### src/rtl/disp_scan_ctrl.sv
// Front-panel controller: debounced up/down buttons step the register index and the
// selected 16-bit value is scanned onto a 4-digit active-low seven-segment display.
// Optional macro LEADING_ZERO_BLANK_EN blanks leading zero digits 3..1.
module disp_scan_ctrl #(
  parameter int unsigned REFRESH_DIV     = 50000,
  parameter int unsigned DEBOUNCE_CYCLES = 1000000,
  parameter int unsigned MAX_REG         = 15
) (
  input  logic        clk,
  input  logic        rst,
  input  logic        btn_up,
  input  logic        btn_dn,
  input  logic [15:0] disp,
  output logic [3:0]  show_reg,
  output logic [6:0]  seg,
  output logic [3:0]  an,
  output logic        dp
);

  localparam int unsigned DIV_W = $clog2(REFRESH_DIV);
  localparam int unsigned DEB_W = $clog2(DEBOUNCE_CYCLES);
  localparam logic [DIV_W-1:0] DIV_LAST = DIV_W'(REFRESH_DIV - 1);
  localparam logic [DEB_W-1:0] DEB_LAST = DEB_W'(DEBOUNCE_CYCLES - 1);
  localparam logic [3:0]       MAX_IDX  = 4'(MAX_REG);

  function automatic logic [6:0] hex_to_seg(input logic [3:0] nib);
    logic [6:0] s;
    case (nib)
      4'h0:    s = 7'h40;
      4'h1:    s = 7'h79;
      4'h2:    s = 7'h24;
      4'h3:    s = 7'h30;
      4'h4:    s = 7'h19;
      4'h5:    s = 7'h12;
      4'h6:    s = 7'h02;
      4'h7:    s = 7'h78;
      4'h8:    s = 7'h00;
      4'h9:    s = 7'h10;
      4'hA:    s = 7'h08;
      4'hB:    s = 7'h03;
      4'hC:    s = 7'h46;
      4'hD:    s = 7'h21;
      4'hE:    s = 7'h06;
      4'hF:    s = 7'h0E;
      default: s = 7'h7F;
    endcase
    return s;
  endfunction

  // Bit 0 is the up button, bit 1 the down button throughout.
  logic [1:0]       sync1_q, sync1_d;
  logic [1:0]       sync2_q, sync2_d;
  logic [1:0]       deb_q, deb_d;
  logic [1:0]       rise_q, rise_d;
  logic [DEB_W-1:0] cnt_q [2];
  logic [DEB_W-1:0] cnt_d [2];
  logic [3:0]       show_q, show_d;
  logic [DIV_W-1:0] div_q, div_d;
  logic [1:0]       dig_q, dig_d;
  logic [15:0]      frame_q, frame_d;
  logic [3:0]       an_q, an_d;
  logic [6:0]       seg_q, seg_d;
  logic             dp_q, dp_d;
  logic             tc_s;
  logic [3:0]       nib_s;
  logic             blank_s;

  // State register for the whole block.
  always_ff @(posedge clk or posedge rst) begin
    if (rst) begin
      sync1_q  <= 2'b00;
      sync2_q  <= 2'b00;
      deb_q    <= 2'b00;
      rise_q   <= 2'b00;
      cnt_q[0] <= '0;
      cnt_q[1] <= '0;
      show_q   <= 4'd0;
      div_q    <= '0;
      dig_q    <= 2'd0;
      frame_q  <= 16'h0000;
      an_q     <= 4'b1111;
      seg_q    <= 7'h7F;
      dp_q     <= 1'b1;
    end else begin
      sync1_q  <= sync1_d;
      sync2_q  <= sync2_d;
      deb_q    <= deb_d;
      rise_q   <= rise_d;
      cnt_q[0] <= cnt_d[0];
      cnt_q[1] <= cnt_d[1];
      show_q   <= show_d;
      div_q    <= div_d;
      dig_q    <= dig_d;
      frame_q  <= frame_d;
      an_q     <= an_d;
      seg_q    <= seg_d;
      dp_q     <= dp_d;
    end
  end

  // Synchronise, debounce and detect debounced presses for both buttons.
  always_comb begin
    sync1_d = {btn_dn, btn_up};
    sync2_d = sync1_q;
    deb_d   = deb_q;
    rise_d  = 2'b00;
    for (int b = 0; b < 2; b++) begin
      cnt_d[b] = '0;
      if (sync2_q[b] != deb_q[b]) begin
        if (cnt_q[b] == DEB_LAST) begin
          deb_d[b]  = sync2_q[b];
          rise_d[b] = sync2_q[b];
        end else begin
          cnt_d[b] = cnt_q[b] + DEB_W'(1);
        end
      end else begin
        cnt_d[b] = '0;
      end
    end
  end

  // Register index stepping; simultaneous up and down cancel out.
  always_comb begin
    show_d = show_q;
    case (rise_q)
      2'b01:   show_d = (show_q == MAX_IDX) ? 4'd0 : show_q + 4'd1;
      2'b10:   show_d = (show_q == 4'd0) ? MAX_IDX : show_q - 4'd1;
      default: show_d = show_q;
    endcase
  end

  // Digit scan; the frame is captured only as digit 3 ends so a frame is never torn.
  always_comb begin
    tc_s    = (div_q == DIV_LAST);
    div_d   = tc_s ? '0 : div_q + DIV_W'(1);
    dig_d   = tc_s ? dig_q + 2'd1 : dig_q;
    frame_d = (tc_s && (dig_q == 2'd3)) ? disp : frame_q;
    case (dig_q)
      2'd0:    nib_s = frame_q[3:0];
      2'd1:    nib_s = frame_q[7:4];
      2'd2:    nib_s = frame_q[11:8];
      2'd3:    nib_s = frame_q[15:12];
      default: nib_s = 4'h0;
    endcase
`ifdef LEADING_ZERO_BLANK_EN
    case (dig_q)
      2'd1:    blank_s = (frame_q[15:4] == 12'h000);
      2'd2:    blank_s = (frame_q[15:8] == 8'h00);
      2'd3:    blank_s = (frame_q[15:12] == 4'h0);
      default: blank_s = 1'b0;
    endcase
`else
    blank_s = 1'b0;
`endif
    an_d = ~(4'b0001 << dig_q);
    if (blank_s) begin
      seg_d = 7'h7F;
    end else begin
      seg_d = hex_to_seg(nib_s);
    end
    dp_d = ~((dig_q == 2'd0) && (show_q == MAX_IDX));
  end

  assign show_reg = show_q;
  assign an       = an_q;
  assign seg      = seg_q;
  assign dp       = dp_q;

endmodule
### config.mk
export PLATFORM = sky130hd
export DESIGN_NAME = disp_scan_ctrl
export DESIGN_NICKNAME = d
export VERILOG_FILES = /design/src/rtl/disp_scan_ctrl.sv
export SDC_FILE = /design/constraint.sdc
export NUM_CORES = 1
export LEC_CHECK = 0
export CORE_ASPECT_RATIO = 2
export CORE_MARGIN = 2
export CORE_UTILIZATION = 58
export CTS_CLUSTER_DIAMETER = 30
export DETAILED_ROUTE_END_ITERATION = 8
export PLACE_DENSITY_LB_ADDON = 0.3
export SLEW_MARGIN = 5
export SYNTH_ARGS = -nofsm -noshare
export SYNTH_HDL_FRONTEND = slang
export SYNTH_SLANG_ARGS = --single-unit
### constraint.sdc
create_clock -name clk -period 4.15 [get_ports clk]
set_input_delay 1.245 -clock clk [delete_from_list [all_inputs] [get_ports clk]]
set_output_delay 1.245 -clock clk [all_outputs]
set_load 0.05 [all_outputs]
==> metrics.md, run 1 <==
| Metric | Value |
|---|---|
| Setup Skew | `5.44 ps` |
| Most used DFF post-synth | `dfrtp_1` |
| Antenna Nets Post-Route | `0` |
| Most frequent cells in the layout | `dfrtp_1, nor2_1, clkdlybuf4s50_1` |
| Total grt overflow | `0` |
| Post-synth EDFFs | `0` |
| Core ar. | `8170 µm²` |
| CP max-delay cell | `clkdlybuf4s50_1` |
| CP max stage delay | `790 ps` |
| WL/cell | `15.9 µm` |
| Final min period | `2910 ps` |
| Die W | `68.3 µm` |
| Global-route wire length before repair | `15.9 mm` |
| Clock transition at path regs | `60 ps` |
| Slew Viols, Final | `0` |
| Mean Syn Cell Area | `10.9 µm²` |
| Internal power | `1.51 mW` |
| GR Util All Layers | `0.232` |
| DRC Markers | `0` |
| Ys Warns | `0` |
| Number of synthesized register bits | `98` |
| Share of the synthesized area in the top cell type | `0.448` |
| Vias per cell | `5.90` |
| Vias | `3,445` |
| Clk Latency, worst-skew pair | `340 ps` |
| Sequential fraction of the synthesis area | `0.514` |
| Routed wire length | `9.28 mm` |
| Maxcap violations | `0` |
| Worst path cell trace | `clkdlybuf4s50_1` |
| Crit path depth | `1` |
| Crit start category | `register` |
| Worst R2R Setup Slack | `1690 ps` |
| Synth async-reset ratio | `1.00` |
| Setup_tns | `0 ps` |
| Post-Route M1 WL | `3.45 mm` |
| Area leader, netlist | `dfrtp_1` |
| Switch Pwr | `0.430 mW` |
| Number of flip-flops in the largest register | `40` |
| Clk pwr share | `0.424` |
| Final hold violation count | `0` |
| Clock Sinks | `98` |
| Peak supply drop | `0.000295 V` |
| Crit share post-route | `0.701` |
| Detailed Routing Iterations Pass 1 | `5` |
| HP Class | `reg2reg` |
| Buf/Inv on CP | `1` |
| Top Registers | `cnt_q x40, div_q x16, frame_q x16` |
| Met2 wire length | `5.25 mm` |
| CP Data Required Time | `2900 ps` |
| CTS tree | `yes` |
| Top sig layer | `met4` |
| R2r worst-path depth | `5` |
| IO Count | `36` |
| Final #Nets | `517` |
| Critical path type | `reg2out` |
| Crit-path max FO | `1` |
| Largest Register | `cnt_q` |
| Post-Syn Area | `4800 µm²` |
| Layout cells sized above 1 | `0.122` |
| Worst slew pin tran | `1180 ps` |
| # hold bufs at CTS | `0` |
| Vias in the first global route | `3,418` |
| Largest net degree at the start of global routing | `78` |
| Register share of total power | `0.511` |
| Status | `finished clean` |
| HPWL Detailed | `6.67 mm` |
| Synth top area cells | `dfrtp_1, dfstp_2, ha_1` |
| RSZ-0062 raised after global routing | `false` |
| Setup violators final | `0` |
| CTS Root Cell | `clkbuf_16` |
| Slew Limit Headroom | `0.190` |
| CTS buffer count | `9` |
| PwrDens | `350 nW/µm²` |
| Switching share of power | `0.221` |
| Commonest non-fill, non-tap cell in the layout | `dfrtp_1` |
| Rows | `47` |
| Initial antenna violation count | `1` |
| Critical Path End Type | `primary output` |
| Gate power share | `0.065` |
| Worst Path Arrival | `1660 ps` |
| Initial drt markers | `297` |
| WHS Path Cells | `0` |
| Syn-to-layout area delta | `15.9%` |
| Vert. Die Dim | `133 µm` |
| WHS | `361 ps` |
| Crit path max-delay family | `buffers and inverters` |
| Fmax achieved | `0.344 GHz` |
| Post_cts resized | `0` |
| Initial Utilization | `0.587` |
| H-tree depth | `3` |
| Yosys cell types | `53` |
| Post-Synthesis Cells | `439` |
| Total power | `1.94 mW` |
| Total die area | `9060 µm²` |
| Met3 routed WL | `219 µm` |
| Leakage power | `2.39 nW` |
| Routability cong. | `0.828` |
| Post-CTS setup buffers | `0` |
| Clk buf depth | `2` |
| PortBufs | `35` |
| Syn nets | `476` |
## final timing paths
| check | startpoint | endpoint |
|---|---|---|
| max | seg[3]$_DFF_PP1_ | seg[3] |
| min | sync1_q[1]$_DFF_PP0_ | sync2_q[1]$_DFF_PP0_ |
| max reg2reg | dig_q[0]$_DFFE_PP0N_ | seg[4]$_DFF_PP1_ |
| min reg2reg | sync1_q[1]$_DFF_PP0_ | sync2_q[1]$_DFF_PP0_ |
| max in group asynchronous | rst | an[0]$_DFF_PP1_ |
| min in group asynchronous | rst | cnt_q[6]$_DFF_PP0_ |
## per-stage QoR
| stage | worst slack [ps] | area [µm²] | utilization | instances |
|---|---|---|---|---|
| 2_1_floorplan | 363 | 4800 | - | 439 |
| 3_3_place_gp | 1610 | 5260 | 0.644 | 567 |
| 3_5_place_dp | 1600 | 5260 | 0.644 | 567 |
| 4_1_cts | 1230 | 5560 | 0.680 | 583 |
| 5_1_grt | 1170 | 5560 | 0.680 | 584 |
| 6_report | 1240 | 5560 | 0.680 | 584 |
## cell type report
type | count | area (µm²)
flip-flops and latches | 98 | 2470
multi-input cells | 305 | 2180
fillers | 624 | 2610
clock buffers | 11 | 243
well taps | 98 | 123
repair buffers | 38 | 385
inverters | 28 | 106
diodes | 1 | 2.50
clock inverters | 5 | 53.8
## power groups by stage
stage	Clock [mW]	Combinational (mW)	Sequential, mW
floorplan	0	0.0598	1.03
global placement	0	0.125	1.01
detailed placement	0	0.129	1.01
CTS	0.836	0.130	0.993
global route	0.877	0.140	0.995
finish	0.824	0.127	0.993
## cells in the mapped netlist (5+ instances only)
cell type  number
o31ai_1         5
and4_1          5
dfstp_2        12
nand4_1        19
nand3_1        19
nor3_1          5
nand2_1        23
or3_1          11
ha_1           17
clkbuf_1        5
a21oi_1        20
mux2i_1        11
and2_1          7
dfrtp_1        86
o21ai_0        19
inv_1          28
nor2_1         35
xor2_1         19
mux2_4         10
nor4_1          5
xnor2_1        19
or4_1           7
mux2_2          9
## cells by family after synthesis
| logic type | Yosys count | share of synthesized area |
|---|---|---|
| simple gates | 159 | 0.187 |
| flops | 98 | 0.514 |
| compound gates | 61 | 0.0785 |
| xor+xnor | 38 | 0.0693 |
| buf+inv | 36 | 0.0315 |
| mux | 30 | 0.0753 |
| fa+ha+maj | 17 | 0.0443 |
## per-layer routing
metal | track usage | up-vias
met1 | 0.271 | 1709
li1 | - | 1647
met5 | 0 | -
met3 | 0.0340 | 25
met2 | 0.399 | 64
met4 | 0.113 | 0
No activity file was read; power rests on OpenSTA's default activity.
==> inputs of run 2 (changes only) <==
- clock period: 4.15 -> 2.7 ns (I/O delays scaled with it)
==> metrics.md, run 2 (synthesis gave the netlist of run 1 again) <==
| Metric | Value |
|---|---|
| Clk Latency, worst-skew pair | `340 ps (about the same)` |
| Total die area | `9060 µm² (unchanged)` |
| Initial drt markers | `208 (-30%)` |
| Setup WS post-layout | `196 ps (-1050 ps)` |
| Rows | `47 (unchanged)` |
| HP Class | `reg2reg` |
| Crit start category | `register` |
| CP max-delay cell | `clkdlybuf4s50_1` |
| Top Registers | `cnt_q x40, div_q x16, frame_q x16` |
| Detailed Routing Iterations Pass 1 | `4 (-1)` |
| Setup Skew | `6.99 ps (+1.55 ps)` |
| Switch Pwr | `0.679 mW (+58%)` |
| Slew Limit Headroom | `0.605 (+0.415)` |
| Hold Path Origin | `sync1_q[0]$_DFF_PP0_` |
| Global-route wire length before repair | `16.2 mm (+1.6%)` |
| Leakage power | `2.39 nW (+0.24%)` |
| Largest Register | `cnt_q` |
| Maxcap violations | `0 (unchanged)` |
| Final min period | `2500 ps` |
| Vias | `3,435 (-0.29%)` |
| Clock transition at path regs | `70 ps (about the same)` |
| PwrDens | `551 nW/µm² (+58%)` |
| Routed wire length | `9.35 mm (+0.77%)` |
| PortBufs | `35 (unchanged)` |
| Syn-to-layout area delta | `16.6%` |
| Post_cts resized | `0 (unchanged)` |
| Post-Place Setup Slack | `363 ps (-1240 ps)` |
| GR Util All Layers | `0.234 (+0.00268)` |
| HPWL Detailed | `6.86 mm (+3.0%)` |
| Clock Sinks | `98 (unchanged)` |
| CP Data Required Time | `1890 ps (-1010 ps)` |
| Slew Viols, Final | `0 (unchanged)` |
| WL/cell | `16.0 µm (+0.59%)` |
| Vert. Die Dim | `133 µm (unchanged)` |
| Core ar. | `8170 µm² (unchanged)` |
| Vias in the first global route | `3,620 (+5.9%)` |
| Die W | `68.3 µm (unchanged)` |
| Routability cong. | `0.910 (+9.9%)` |
| Crit share post-route | `0.928` |
| IO Count | `36 (unchanged)` |
| Worst path cell trace | `clkdlybuf4s50_1` |
| Inserted Diodes | `0 (-1)` |
| Post-CTS setup buffers | `0 (unchanged)` |
| # hold bufs at CTS | `0 (unchanged)` |
| CTS tree | `yes` |
| Register share of total power | `0.495 (-0.016)` |
| Buf/Inv on CP | `1 (unchanged)` |
| Layout cells sized above 1 | `0.125 (+0.00361)` |
| RSZ-0062 raised after global routing | `false` |
| Initial Utilization | `0.587 (unchanged)` |
| Worst Path Arrival | `1690 ps (+30 ps)` |
| H-tree depth | `3 (unchanged)` |
| Setup_tns | `0 ps (unchanged)` |
| Status | `finished clean` |
| Setup violators final | `0 (unchanged)` |
| Worst Setup SP | `show_reg[0]$_DFFE_PP0P_` |
| Fmax achieved | `0.399 GHz` |
| Final hold violation count | `0 (unchanged)` |
| Clk pwr share | `0.440 (+0.016)` |
| Initial antenna violation count | `0 (-1)` |
| Critical path type | `reg2out` |
| Number of flip-flops in the largest register | `40 (unchanged)` |
| Antenna Nets Post-Route | `0 (unchanged)` |
| CTS Root Cell | `clkbuf_16` |
| Final #Nets | `519 (+0.39%)` |
| Area of the multi-input gates | `2180 µm² (unchanged)` |
| Internal power | `2.40 mW (+59%)` |
| Largest net degree at the start of global routing | `71 (-9.0%)` |
| Most frequent cells in the layout | `dfrtp_1, nor2_1, clkdlybuf4s50_1` |
| Worst slew pin tran | `587 ps (-594 ps)` |
| FF/Latch Area | `2470 µm² (unchanged)` |
| Vias per cell | `5.87 (-0.46%)` |
| Clk buf depth | `2 (unchanged)` |
| Worst r2r src | `dig_q[0]$_DFFE_PP0N_` |
| CTS buffer count | `9 (unchanged)` |
| Crit path max-delay family | `buffers and inverters` |
| Critical Path End Type | `primary output` |
| Gate power share | `0.065 (about the same)` |
| DRC Markers | `0 (unchanged)` |
| CP max stage delay | `860 ps (+70 ps)` |
| Crit-path max FO | `9 (+8)` |
| Peak supply drop | `0.000387 V (+31%)` |
| Fillers | `615 (-1.4%)` |
| Switching share of power | `0.220 (-0.000575)` |
| Total grt overflow | `0 (unchanged)` |
| Commonest non-fill, non-tap cell in the layout | `dfrtp_1` |
run 2: power by group through the flow:
stage	sequential (mW)	clock, mW	combinational [mW]
after floorplan	1.58	0	0.0922
after global placement	1.55	0	0.195
after detailed placement	1.55	0	0.201
after CTS	1.53	1.39	0.203
after global routing	1.53	1.45	0.217
final	1.53	1.36	0.199
run 2: final timing paths:
kind                            slack, ps  depth (start not counted)              endpoint
worst max-delay path                  200                          1           show_reg[0]
min in group asynchronous             910                          3   cnt_q[29]$_DFF_PP0_
worst min register to register        350                          0  sync2_q[0]$_DFF_PP0_
worst max register to register        330                          9      seg[0]$_DFF_PP1_
worst min-delay path                  350                          0  sync2_q[0]$_DFF_PP0_
max in group asynchronous            1430                          3      seg[4]$_DFF_PP1_
run 2: layout make-up:
type | instances | share of cell area
Clock buffer | 10 | 0.0409
Sequential cell | 98 | 0.441
Timing Repair Buffer | 40 | 0.0715
Tap cell | 98 | 0.0219
Clock inverter | 6 | 0.0159
Multi-Input combinational cell | 305 | 0.390
Inverter | 28 | 0.0194
run 2: metrics by stage:
step	power (mW)	util	hold WS (ps)	instance area, µm²	std cells
6_report	3.08	0.685	355	5600	585
5_1_grt	3.19	0.685	359	5600	585
4_1_cts	3.12	0.685	357	5600	585
3_5_place_dp	1.75	0.646	341	5280	569
3_3_place_gp	1.75	0.646	337	5280	569
2_1_floorplan	1.67	-	331	4800	439
run 2: per-layer routing:
metal  wire [µm]  global-route usage  vias up
met5           0                   0        -
met3         281              0.0459       34
met4         394               0.126        0
met1        3500               0.259     1668
met2        5170               0.404       80
li1            -                   -     1653
